$ cat src/rtl/bitty_pc_unit.sv
// bitty_pc_unit: registered program counter and control-flow unit.
//
// Advances the PC once per accepted step. Supports sequential flow,
// conditional branches on the last ALU result, an unconditional jump,
// call/return through a small hardware return-address stack, and a halt
// state that only reset leaves.
//
// Ports:
//   clk             system clock, rising edge
//   reset           synchronous active-high reset
//   step            advance enable
//   instruction     instruction at pc (fmt[1:0], sub[3:2], tgt[4 +: ADDR_W])
//   last_alu_result most recent ALU/compare result
//   pc              current program counter (registered)
//   branch_taken    one-cycle pulse after a step that redirected the PC
//   halted          high while in HALT
//   stack_level     number of valid return-address entries
//   stack_ovf       sticky: CALL attempted with stack full
//   stack_unf       sticky: RET attempted with stack empty
module bitty_pc_unit #(
    parameter int ADDR_W      = 8,
    parameter int DATA_W      = 16,
    parameter int INSTR_W     = 16,
    parameter int STACK_DEPTH = 4,
    parameter int RESET_PC    = 0
) (
    input  logic                               clk,
    input  logic                               reset,
    input  logic                               step,
    input  logic [INSTR_W-1:0]                 instruction,
    input  logic [DATA_W-1:0]                  last_alu_result,
    output logic [ADDR_W-1:0]                  pc,
    output logic                               branch_taken,
    output logic                               halted,
    output logic [$clog2(STACK_DEPTH+1)-1:0]   stack_level,
    output logic                               stack_ovf,
    output logic                               stack_unf
);

    localparam int LVL_W = $clog2(STACK_DEPTH+1);
    localparam logic [LVL_W-1:0] DEPTH_L = LVL_W'(STACK_DEPTH);

    typedef enum logic { RUN = 1'b0, HALT = 1'b1 } state_t;

    state_t state_q, state_d;

    logic [1:0]        fmt, sub;
    logic [ADDR_W-1:0] tgt, seq, top, pc_d;
    logic [LVL_W-1:0]  level_d;
    logic              taken_d, ovf_d, unf_d, push, cond;

    logic [ADDR_W-1:0] stack_mem [STACK_DEPTH];

    assign fmt = instruction[1:0];
    assign sub = instruction[3:2];
    assign tgt = instruction[4 +: ADDR_W];
    assign seq = pc + ADDR_W'(1);

    // Instruction bits above the target field carry no meaning here.
    generate
        if (4 + ADDR_W < INSTR_W) begin : g_unused
            logic unused_instr_hi;
            assign unused_instr_hi = ^instruction[INSTR_W-1:4+ADDR_W];
        end
    endgenerate

    // Top-of-stack entry sits at index stack_level-1.
    always_comb begin
        top = '0;
        for (int i = 0; i < STACK_DEPTH; i++) begin
            if (LVL_W'(i + 1) == stack_level) top = stack_mem[i];
        end
    end

    always_comb begin
        state_d = state_q;
        pc_d    = pc;
        taken_d = 1'b0;
        level_d = stack_level;
        ovf_d   = stack_ovf;
        unf_d   = stack_unf;
        push    = 1'b0;
        cond    = 1'b0;
        if (state_q == RUN && step) begin
            case (fmt)
                2'b10: begin
                    case (sub)
                        2'b00:   cond = (last_alu_result == DATA_W'(0));
                        2'b01:   cond = (last_alu_result == DATA_W'(1));
                        2'b10:   cond = (last_alu_result == DATA_W'(2));
                        default: cond = 1'b0;
                    endcase
                    pc_d    = cond ? tgt : seq;
                    taken_d = cond;
                end
                2'b11: begin
                    case (sub)
                        2'b00: begin
                            if (stack_level != DEPTH_L) begin
                                push    = 1'b1;
                                level_d = stack_level + LVL_W'(1);
                                pc_d    = tgt;
                                taken_d = 1'b1;
                            end else begin
                                pc_d  = seq;
                                ovf_d = 1'b1;
                            end
                        end
                        2'b01: begin
                            if (stack_level != '0) begin
                                pc_d    = top;
                                level_d = stack_level - LVL_W'(1);
                                taken_d = 1'b1;
                            end else begin
                                pc_d  = seq;
                                unf_d = 1'b1;
                            end
                        end
                        2'b10: begin
                            pc_d    = tgt;
                            taken_d = 1'b1;
                        end
                        default: state_d = HALT;
                    endcase
                end
                default: pc_d = seq;
            endcase
        end
    end

    always_ff @(posedge clk) begin
        if (reset) begin
            state_q      <= RUN;
            pc           <= ADDR_W'(RESET_PC);
            branch_taken <= 1'b0;
            stack_level  <= '0;
            stack_ovf    <= 1'b0;
            stack_unf    <= 1'b0;
        end else begin
            state_q      <= state_d;
            pc           <= pc_d;
            branch_taken <= taken_d;
            stack_level  <= level_d;
            stack_ovf    <= ovf_d;
            stack_unf    <= unf_d;
        end
    end

    // Stack storage needs no reset; only entries below stack_level are read.
    always_ff @(posedge clk) begin
        if (push && !reset) begin
            for (int i = 0; i < STACK_DEPTH; i++) begin
                if (LVL_W'(i) == stack_level) stack_mem[i] <= seq;
            end
        end
    end

    assign halted = (state_q == HALT);

endmodule

$ cat config.mk
export PLATFORM = sky130hd
export DESIGN_NAME = bitty_pc_unit
export DESIGN_NICKNAME = d
export VERILOG_FILES = /design/src/rtl/bitty_pc_unit.sv
export SDC_FILE = /design/constraint.sdc
export NUM_CORES = 1
export LEC_CHECK = 0
export CORE_UTILIZATION = 55
export CTS_BUF_LIST = sky130_fd_sc_hd__clkbuf_4 sky130_fd_sc_hd__clkbuf_8
export DETAILED_ROUTE_END_ITERATION = 6
export PLACE_DENSITY = 0.83
export SLEW_MARGIN = 40
export SYNTH_ARGS = -nofsm -noshare
export SYNTH_HDL_FRONTEND = slang
export SYNTH_SLANG_ARGS = --single-unit
$ cat constraint.sdc
create_clock -name clk -period 2.65 [get_ports clk]
set_input_delay 0.53 -clock clk [delete_from_list [all_inputs] [get_ports clk]]
set_output_delay 0.53 -clock clk [all_outputs]
set_load 0.02 [all_outputs]
==> results.txt, run 1 <==
Post-synthesis cell area -> 2820 sq um
Comb pwr share -> 0.211
Vias/cell -> 6.28
Max incr delay on CP -> 0.39 ns
Worst R2R Start -> stack_level[2]
Post-route cell area -> 3640 sq um
Async set or reset register ratio after synthesis -> 0
Max-Cap Viols -> 0
First-pass GRT wire length -> 12100 um
Yosys warnings -> 0
Final ANT Viol Nets -> 0
Flop pwr share -> 0.473
Mapped Cells -> 292
Fin cells -> 427
Ant diodes -> 0
Element type at the critical path end -> register
CP max-delay cell -> ha_1
Postcts setup bufs -> 0
Initial antenna violation count -> 0
Ys flop type -> edfxtp_1
Worst hold slack -> 0.489 ns
Crit Path Class -> register to register
Area grow syn2layout -> 29.1%
Mean area per synthesized cell -> 9.65 sq um
Slew HR -> 0.543
Largest net degree at the start of global routing -> 23
Delay-heaviest family, CP -> compound AO/OA/AOI/OAI gates
Fin. max-slew vios -> 0
Placed instance area -> 3520 sq um
Setup WS pre-CTS -> 0.0171 ns
CTS buffer count -> 5
PD cells -> 481 nW/um^2
1st-pass router iterations -> 5
Switch share -> 0.277
Post-DP HPWL -> 5710 um
Initial core utilization -> 0.585
CP most frequent cell -> a221oi_1
Net load switching power -> 484 uW
DR DRC count -> 0
Yosys cell types -> 57
Leakage -> 1.35 nW
Rows -> 25
Dpl cells -> 419
Worst path cell trace -> clkinv_1 > ha_1 > nor4b_1 > buf_4 > a221oi_1 > a221oi_1 > o21ai_0 > a41oi_1
Clock Latency Late Sink -> 0.31 ns
Final worst-path cycle share -> 0.891
Worst-path fanout max -> 7
Hold Crit Class -> register to register
Finished Core Util -> 0.755
Final setup fails -> 0
Critical path startpoint -> stack_level[2]
GP Congestion -> 0.854
Final hold viol count -> 0
Final Net Count -> 405
Maximum clock path buffer count -> 2
Status -> completed
Final min period -> 2.36 ns
IO Port Bufs -> 45
Fin Setup TNS -> 0 ns
Core Box Area -> 4820 sq um
CTS tree -> built
Die height -> 73.6 um
Clk slew on worst S/H paths -> 0.10 ns
Initial DRC Count -> 241
Post_cts resized -> 0
Arrival @ worst endpoint -> 2.60 ns
Layout cells sized above 1 -> 0.142
Pint -> 1.27 mW
WL/cell -> 17.8 um
Crit start category -> register
Post-cts hold buffer count -> 0
CTS HTree Levels -> 2
EDFF count, synth -> 32
Clk sink count -> 47
Yosys reg bits -> 47
Clk network pwr share -> 0.316
Unrepaired setup endpoints after global routing -> no
Peak supply drop -> 0.333 mV
DR vias -> 2683
Mapped Nets -> 338
Most frequent cells in the layout -> clkdlybuf4s50_1, nand2_1, buf_4, edfxtp_1, nor2_1
Die area -> 5420 sq um
Final wirelength -> 7580 um
Actual slew at the worst max-slew pin -> 0.681 ns
Final worst slack -> 0.289 ns
Layout Skew -> 0.00702 ns
IO Count -> 50
Final Power -> 1.75 mW
Die Wd -> 73.6 um
FMAX -> 424 MHz
Min-delay src -> stack_ovf
Grt ovf -> 0
Commonest non-fill, non-tap cell in the layout -> clkdlybuf4s50_1
Vias in the first global route -> 2539
Sequential-to-total area share from yosys stat -> 0.447
Worst path required time -> 2.89 ns
Buf/Inv on CP -> 2
All-Layer GR Usage -> 0.299
CTS Root Cell -> clkbuf_8
Yosys cell counts (7+ instances only):
cell type / count / share of area
a211oi_1: 8 / 0.021
edfxtp_1: 32 / 0.34
nand2_1: 33 / 0.044
dfxtp_1: 15 / 0.11
a21oi_1: 14 / 0.025
clkbuf_1: 11 / 0.015
inv_1: 13 / 0.017
o21ai_0: 14 / 0.025
nor3_1: 7 / 0.012
xnor2_1: 7 / 0.022
mux2i_1: 9 / 0.032
ha_1: 11 / 0.049
nand3_1: 7 / 0.012
nor2_1: 27 / 0.036
worst register-to-register path, cell delays in order, from the launching register on:
cell and delay [ns]:
dfxtp_1 0.35, clkinv_1 0.23, ha_1 0.39, nor4b_1 0.37
buf_4 0.20, a221oi_1 0.08, a221oi_1 0.30, o21ai_0 0.16
a41oi_1 0.21
routing by layer:
layer | vias up | global-route usage | wire (um)
met3 | 20 | 0.0508 | 476
met2 | 133 | 0.503 | 3800
li1 | 1238 | - | -
met4 | 0 | 0.107 | 178
met1 | 1292 | 0.387 | 3130
met5 | - | 0 | 0
cells by family after synthesis:
logic type               share of synthesized area
AO/OA/AOI/OAI                                0.220
XOR/XNOR                                    0.0249
adder cells (fa/ha/maj)                     0.0488
buffers and inverters                       0.0439
flip-flops                                   0.447
multiplexers                                0.0413
AND/OR/NAND/NOR                              0.174
flip-flops by register name, summed over array words and instances (netlist names):
name,flops
branch_taken,1
stack_level,3
pc,8
stack_ovf,1
halted,1
stack_unf,1
stack_mem,32
power by group through the flow:
stage	sequential [mW]	combinational, mW	clock [mW]
after floorplan	0.859	0.182	0
after CTS	0.828	0.364	0.552
final	0.828	0.369	0.553
after global placement	0.844	0.351	0
after detailed placement	0.844	0.361	0
after global routing	0.831	0.396	0.580
layout make-up:
type	instances	area, sq um
multi-input cells	214	1430
flip-flops and latches	47	1260
fillers	356	1180
repair buffers	77	691
well taps	67	83.8
clock buffers	5	68.8
inverters	14	52.6
clock inverters	3	47.5
path summary, 6_finish.rpt:
kind              slack, ns  cells past startpoint   endpoint
hold / removal         0.49                      2  stack_ovf
setup / recovery       0.29                      8      pc[0]
setup reg to reg       0.29                      8      pc[0]
hold reg to reg        0.49                      2  stack_ovf
(Power assumes the default switching activity.)
==> inputs of run 2 (changes only) <==
--- a/config.mk
+++ b/config.mk
@@ -5,11 +5,12 @@
 export SDC_FILE = /design/constraint.sdc
 export NUM_CORES = 1
 export LEC_CHECK = 0
-export CORE_UTILIZATION = 55
+export CORE_UTILIZATION = 45
 export CTS_BUF_LIST = sky130_fd_sc_hd__clkbuf_4 sky130_fd_sc_hd__clkbuf_8
 export DETAILED_ROUTE_END_ITERATION = 6
-export PLACE_DENSITY = 0.83
+export PLACE_DENSITY = 0.7
 export SLEW_MARGIN = 40
 export SYNTH_ARGS = -nofsm -noshare
 export SYNTH_HDL_FRONTEND = slang
 export SYNTH_SLANG_ARGS = --single-unit
+export TNS_END_PERCENT = 20
==> constraint.sdc (replaced) <==
create_clock -name clk -period 2.55 [get_ports clk]
set_input_delay 0.51 -clock clk [delete_from_list [all_inputs] [get_ports clk]]
set_output_delay 0.51 -clock clk [all_outputs]
set_load 0.02 [all_outputs]
==> run 2 against run 1 <==
Against the previous run:
- core utilization fell by 14 points
- cell count is 2.8% higher
- die area increased by 22%
- clock power up 3%
- final area up 1.2%
- first-iteration DRC count shrank 5.4%
- register-to-register slack gained 0.07 ns
- sequential share of layout area down 0.42 points
- worst setup slack got worse by 0.075 ns
- sequential power up 4.0%
- critical endpoint is now pc[2]
==> results.txt, run 2 (same netlist as run 1, synthesis figures left out) <==
Status -> completed
Post-route cell area -> 3680 sq um
All-Layer GR Usage -> 0.238
Top flop regs -> stack_mem: 32 flops, pc: 8 flops, stack_level: 3 flops
Clk slew on worst S/H paths -> 0.10 ns
CTS Root Cell -> clkbuf_8
Placed instance area -> 3560 sq um
IO Port Bufs -> 45
Largest net degree at the start of global routing -> 23
Most frequent cells in the layout -> clkdlybuf4s50_1, buf_4, nand2_1
Vias in the first global route -> 2380
Vias/cell -> 5.96
1st-pass router iterations -> 5
Clock Latency Late Sink -> 0.30 ns
Final wirelength -> 7460 um
Crit start category -> input port
Met2 track demand over resource -> 0.393
Final setup fails -> 0
Leakage -> 1.37 nW
Core Box Area -> 5990 sq um
Worst path required time -> 2.75 ns
Most used routing layer -> met2
Unrepaired setup endpoints after global routing -> no
Final ANT Viol Nets -> 0
Final hold viol count -> 0
Die Wd -> 81.1 um
GR Layer Usage met3 -> 0.0348
WL/cell -> 17.0 um
Maximum clock path buffer count -> 2
CTS tree -> built
Layout cells sized above 1 -> 0.154
Actual slew at the worst max-slew pin -> 0.665 ns
Initial antenna violation count -> 0
PD cells -> 493 nW/um^2
Reg2Reg Depth -> 8
Die area -> 6580 sq um
DR DRC count -> 0
Largest register FFs -> 32
Post-DP HPWL -> 5670 um
DR vias -> 2618
Ant diodes -> 0
Final worst slack -> 0.213 ns
Slew HR -> 0.554
Top reg by flops -> stack_mem
GP Congestion -> 0.893
Hold Crit Class -> register to register
Initial core utilization -> 0.471
CTS buffer count -> 5
Fin. max-slew vios -> 0
Arrival @ worst endpoint -> 2.53 ns
Crit Path Class -> input port to register
Max-Cap Viols -> 0
Rows -> 28
Area grow syn2layout -> 30.7%
FMAX -> 428 MHz
Die height -> 81.1 um
First-pass GRT wire length -> 11700 um
Final Net Count -> 409
GR Util met1 -> 0.322
Peak supply drop -> 0.325 mV
Clk sink count -> 47
CP max-delay cell -> clkdlybuf4s50_1
Worst path cell trace -> clkdlybuf4s50_1 > inv_1 > ha_1 > nand4b_1 > a31oi_4 > buf_4 > mux2i_1 > nor2_1 > o221a_2
Layout Skew -> 0.00638 ns
WHS Path Cells -> 2
Final worst-path cycle share -> 0.916
Element type at the critical path end -> register
Final min period -> 2.34 ns
CTS HTree Levels -> 2
Commonest non-fill, non-tap cell in the layout -> clkdlybuf4s50_1
Max incr delay on CP -> 0.52 ns
Setup WS pre-CTS -> -0.0891 ns
IO Count -> 50
Initial DRC Count -> 228
Grt ovf -> 0
Worst-path fanout max -> 5
[run 2: changes by cell type in the layout (fill, tap and decap cells not counted)]
cell      delta
a211oi_1     -1
a211oi_2     +1
buf_4        +4
[run 2: stage by stage]
stage / util / power (mW) / setup TNS, ns / instances / hold WS [ns]
6_report: 0.615 / 1.81 / 0 / 439 / 0.487
5_1_grt: 0.615 / 1.89 / 0 / 439 / 0.510
4_1_cts: 0.614 / 1.82 / 0 / 439 / 0.488
3_5_place_dp: 0.595 / 1.26 / -0.345 / 431 / 0.466
3_3_place_gp: 0.595 / 1.25 / -0.163 / 431 / 0.460
2_1_floorplan: - / 1.08 / 0 / 292 / 0.582
[run 2: worst paths after layout]
path	to	from	slack [ns]
setup / recovery	pc[2]	instruction[3]	0.21
hold / removal	stack_ovf	stack_ovf	0.49
setup reg to reg	pc[1]	stack_level[0]	0.36
hold reg to reg	stack_ovf	stack_ovf	0.49
[run 2: cell type report]
type	instances	area (sq um)
clock buffers	5	68.8
well taps	75	93.8
multi-input cells	214	1440
fillers	517	2310
inverters	14	52.6
clock inverters	3	47.5
flip-flops and latches	47	1260
repair buffers	81	721
[run 2: timing repair]
item	in CTS	in global routing
resized for setup	0	1
setup buffers	0	0
setup endpoints to repair	0	1
hold buffers	0	0
[run 2: worst max-delay path, delay by kind of cell]
kind / cells / cell delay, ns
AO/OA/AOI/OAI: 2 / 0.49
multiplexers: 1 / 0.17
buffers and inverters: 3 / 0.78
adder cells (fa/ha/maj): 1 / 0.36
AND/OR/NAND/NOR: 2 / 0.23
[run 2: metal layers]
layer,share of wire,wire length (um)
met5,0,0
met4,0.011,85
met3,0.063,467
met2,0.48,3580
met1,0.45,3330
[run 2: power by group]
part	internal [mW]	switching [mW]
clock	0.298	0.272
sequential	0.840	0.0204
combinational	0.181	0.203
total	1.32	0.496
==> inputs of run 3 (changes only) <==
--- a/config.mk
+++ b/config.mk
@@ -5,6 +5,9 @@
 export SDC_FILE = /design/constraint.sdc
 export NUM_CORES = 1
 export LEC_CHECK = 0
+export CAP_MARGIN = 5
+export CORE_ASPECT_RATIO = 1.75
+export CORE_MARGIN = 5
 export CORE_UTILIZATION = 45
 export CTS_BUF_LIST = sky130_fd_sc_hd__clkbuf_4 sky130_fd_sc_hd__clkbuf_8
 export DETAILED_ROUTE_END_ITERATION = 6
==> run 3 against run 2 <==
Against the previous run:
- clock power up 0.7%
- cell count up 1.4%
- clock-buffer cell count unchanged
- clock skew up 0.010 ns
- sequential share of layout area down 0.070 points
- largest power group unchanged
==> results.txt, run 3 (same netlist as run 1, synthesis figures left out) <==
Hold Crit Class -> register to register
Element type at the critical path end -> register
Pint -> 1.32 mW
Vias/cell -> 5.75
Worst-path fanout max -> 6
Fin. max-slew vios -> 0
Clk sink count -> 47
Clk slew on worst S/H paths -> 0.10 ns
GP Congestion -> 0.869
Final Net Count -> 410
Unrepaired setup endpoints after global routing -> no
WHS Path Cells -> 2
PD cells -> 492 nW/um^2
Peak supply drop -> 0.406 mV
WL/cell -> 17.3 um
Largest net degree at the start of global routing -> 23
IO Port Bufs -> 45
Commonest non-fill, non-tap cell in the layout -> clkdlybuf4s50_1
CTS tree -> built
Comb pwr share -> 0.211
Core Box Area -> 6130 sq um
Top flop regs -> stack_mem: 32 flops, pc: 8 flops, stack_level: 3 flops
Final hold viol count -> 0
Most frequent cells in the layout -> clkdlybuf4s50_1, buf_4, nand2_1
FMAX -> 433 MHz
Final min period -> 2.31 ns
Ant diodes -> 0
1st-pass router iterations -> 6
Crit start category -> input port
Net load switching power -> 500 uW
Reg2Reg Depth -> 8
First-pass GRT wire length -> 13100 um
Initial core utilization -> 0.460
Actual slew at the worst max-slew pin -> 0.602 ns
Worst r2r dst -> pc[1]
Post-cts hold buffer count -> 0
Slew HR -> 0.596
CTS buffer count -> 5
Layout cells sized above 1 -> 0.153
Min-delay src -> stack_ovf
CTS HTree Levels -> 2
Vias in the first global route -> 2621
Maximum clock path buffer count -> 2
Crit Path Class -> input port to register
Post_cts resized -> 0
Final wirelength -> 7690 um
Postcts setup bufs -> 0
Worst R2R Start -> stack_level[0]
CTS Root Cell -> clkbuf_8
Die area -> 8010 sq um
Flop pwr share -> 0.473
Top reg by flops -> stack_mem
R2R Setup Slk -> 0.34 ns
Leakage -> 1.37 nW
Clock Latency Late Sink -> 0.32 ns
DR vias -> 2559
Final worst-path cycle share -> 0.905
Largest register FFs -> 32
All-Layer GR Usage -> 0.206
Clk network pwr share -> 0.316
Post-DP HPWL -> 6010 um
Final setup fails -> 0
Hold EP -> stack_ovf
Initial DRC Count -> 157
Worst path required time -> 2.76 ns
Grt ovf -> 0
Initial antenna violation count -> 0
DR DRC count -> 0
Switch share -> 0.275
Die height -> 115 um
Finished Core Util -> 0.602
Die Wd -> 69.8 um
Final ANT Viol Nets -> 0
Fin Setup TNS -> 0 ns
Max-Cap Viols -> 0
IO Count -> 50
Status -> completed
Arrival @ worst endpoint -> 2.52 ns
Rows -> 38
Layout Skew -> 0.0166 ns
Area grow syn2layout -> 30.9%
==> run 3: layout make-up <==
| cell class | instances | area, sq um |
|---|---|---|
| fill | 519 | 2440 |
| multi-input combinational | 214 | 1430 |
| sequential | 47 | 1260 |
| timing repair buffer | 82 | 728 |
| tap | 80 | 100 |
| clock buffer | 5 | 68.8 |
| inverter | 14 | 52.6 |
| clock inverter | 3 | 46.3 |
==> run 3: worst max-delay path by stage <==
stage	cells after the start	endpoint	from	slack (ns)
floorplan	6	stack_mem[1][0]	instruction[0]	0.12
global route	9	pc[4]	instruction[2]	0.01
CTS	9	pc[4]	instruction[2]	0.25
detailed placement	9	pc[2]	instruction[2]	-0.07
finish	10	pc[6]	instruction[2]	0.24
global placement	9	pc[2]	instruction[2]	-0.07
==> run 3: layer usage <==
metal / track usage / wire, um / vias up
li1: - / - / 1243
met1: 0.231 / 2950 / 1217
met3: 0.0290 / 316 / 16
met5: 0 / 0 / -
met4: 0.105 / 247 / 0
met2: 0.377 / 4180 / 83
==> run 3: critical path: stages <==
cell             delay [ns]
clkdlybuf4s50_1        0.50
inv_1                  0.07
ha_1                   0.35
buf_4                  0.18
a211oi_1               0.25
a211oi_1               0.09
a31oi_1                0.24
a21oi_1                0.11
a2bb2oi_1              0.13
o31ai_1                0.09
==> run 3: through the flow <==
stage	cell area (sq um)	total power [mW]	hold slack, ns	setup WS, ns	instances
after floorplan	2820	1.08	0.582	0.121	292
after global placement	3580	1.25	0.469	-0.0705	437
after detailed placement	3580	1.26	0.467	-0.0705	437
after CTS	3690	1.82	0.491	0.249	445
after global routing	3690	1.89	0.519	0.0140	445
final	3690	1.82	0.493	0.243	445
==> run 3: power by group through the flow <==
| stage | clock (mW) | combinational (mW) | sequential [mW] |
|---|---|---|---|
| after floorplan | 0 | 0.189 | 0.893 |
| after global placement | 0 | 0.372 | 0.877 |
| after detailed placement | 0 | 0.379 | 0.877 |
| after CTS | 0.581 | 0.382 | 0.860 |
| after global routing | 0.609 | 0.422 | 0.863 |
| final | 0.574 | 0.383 | 0.860 |
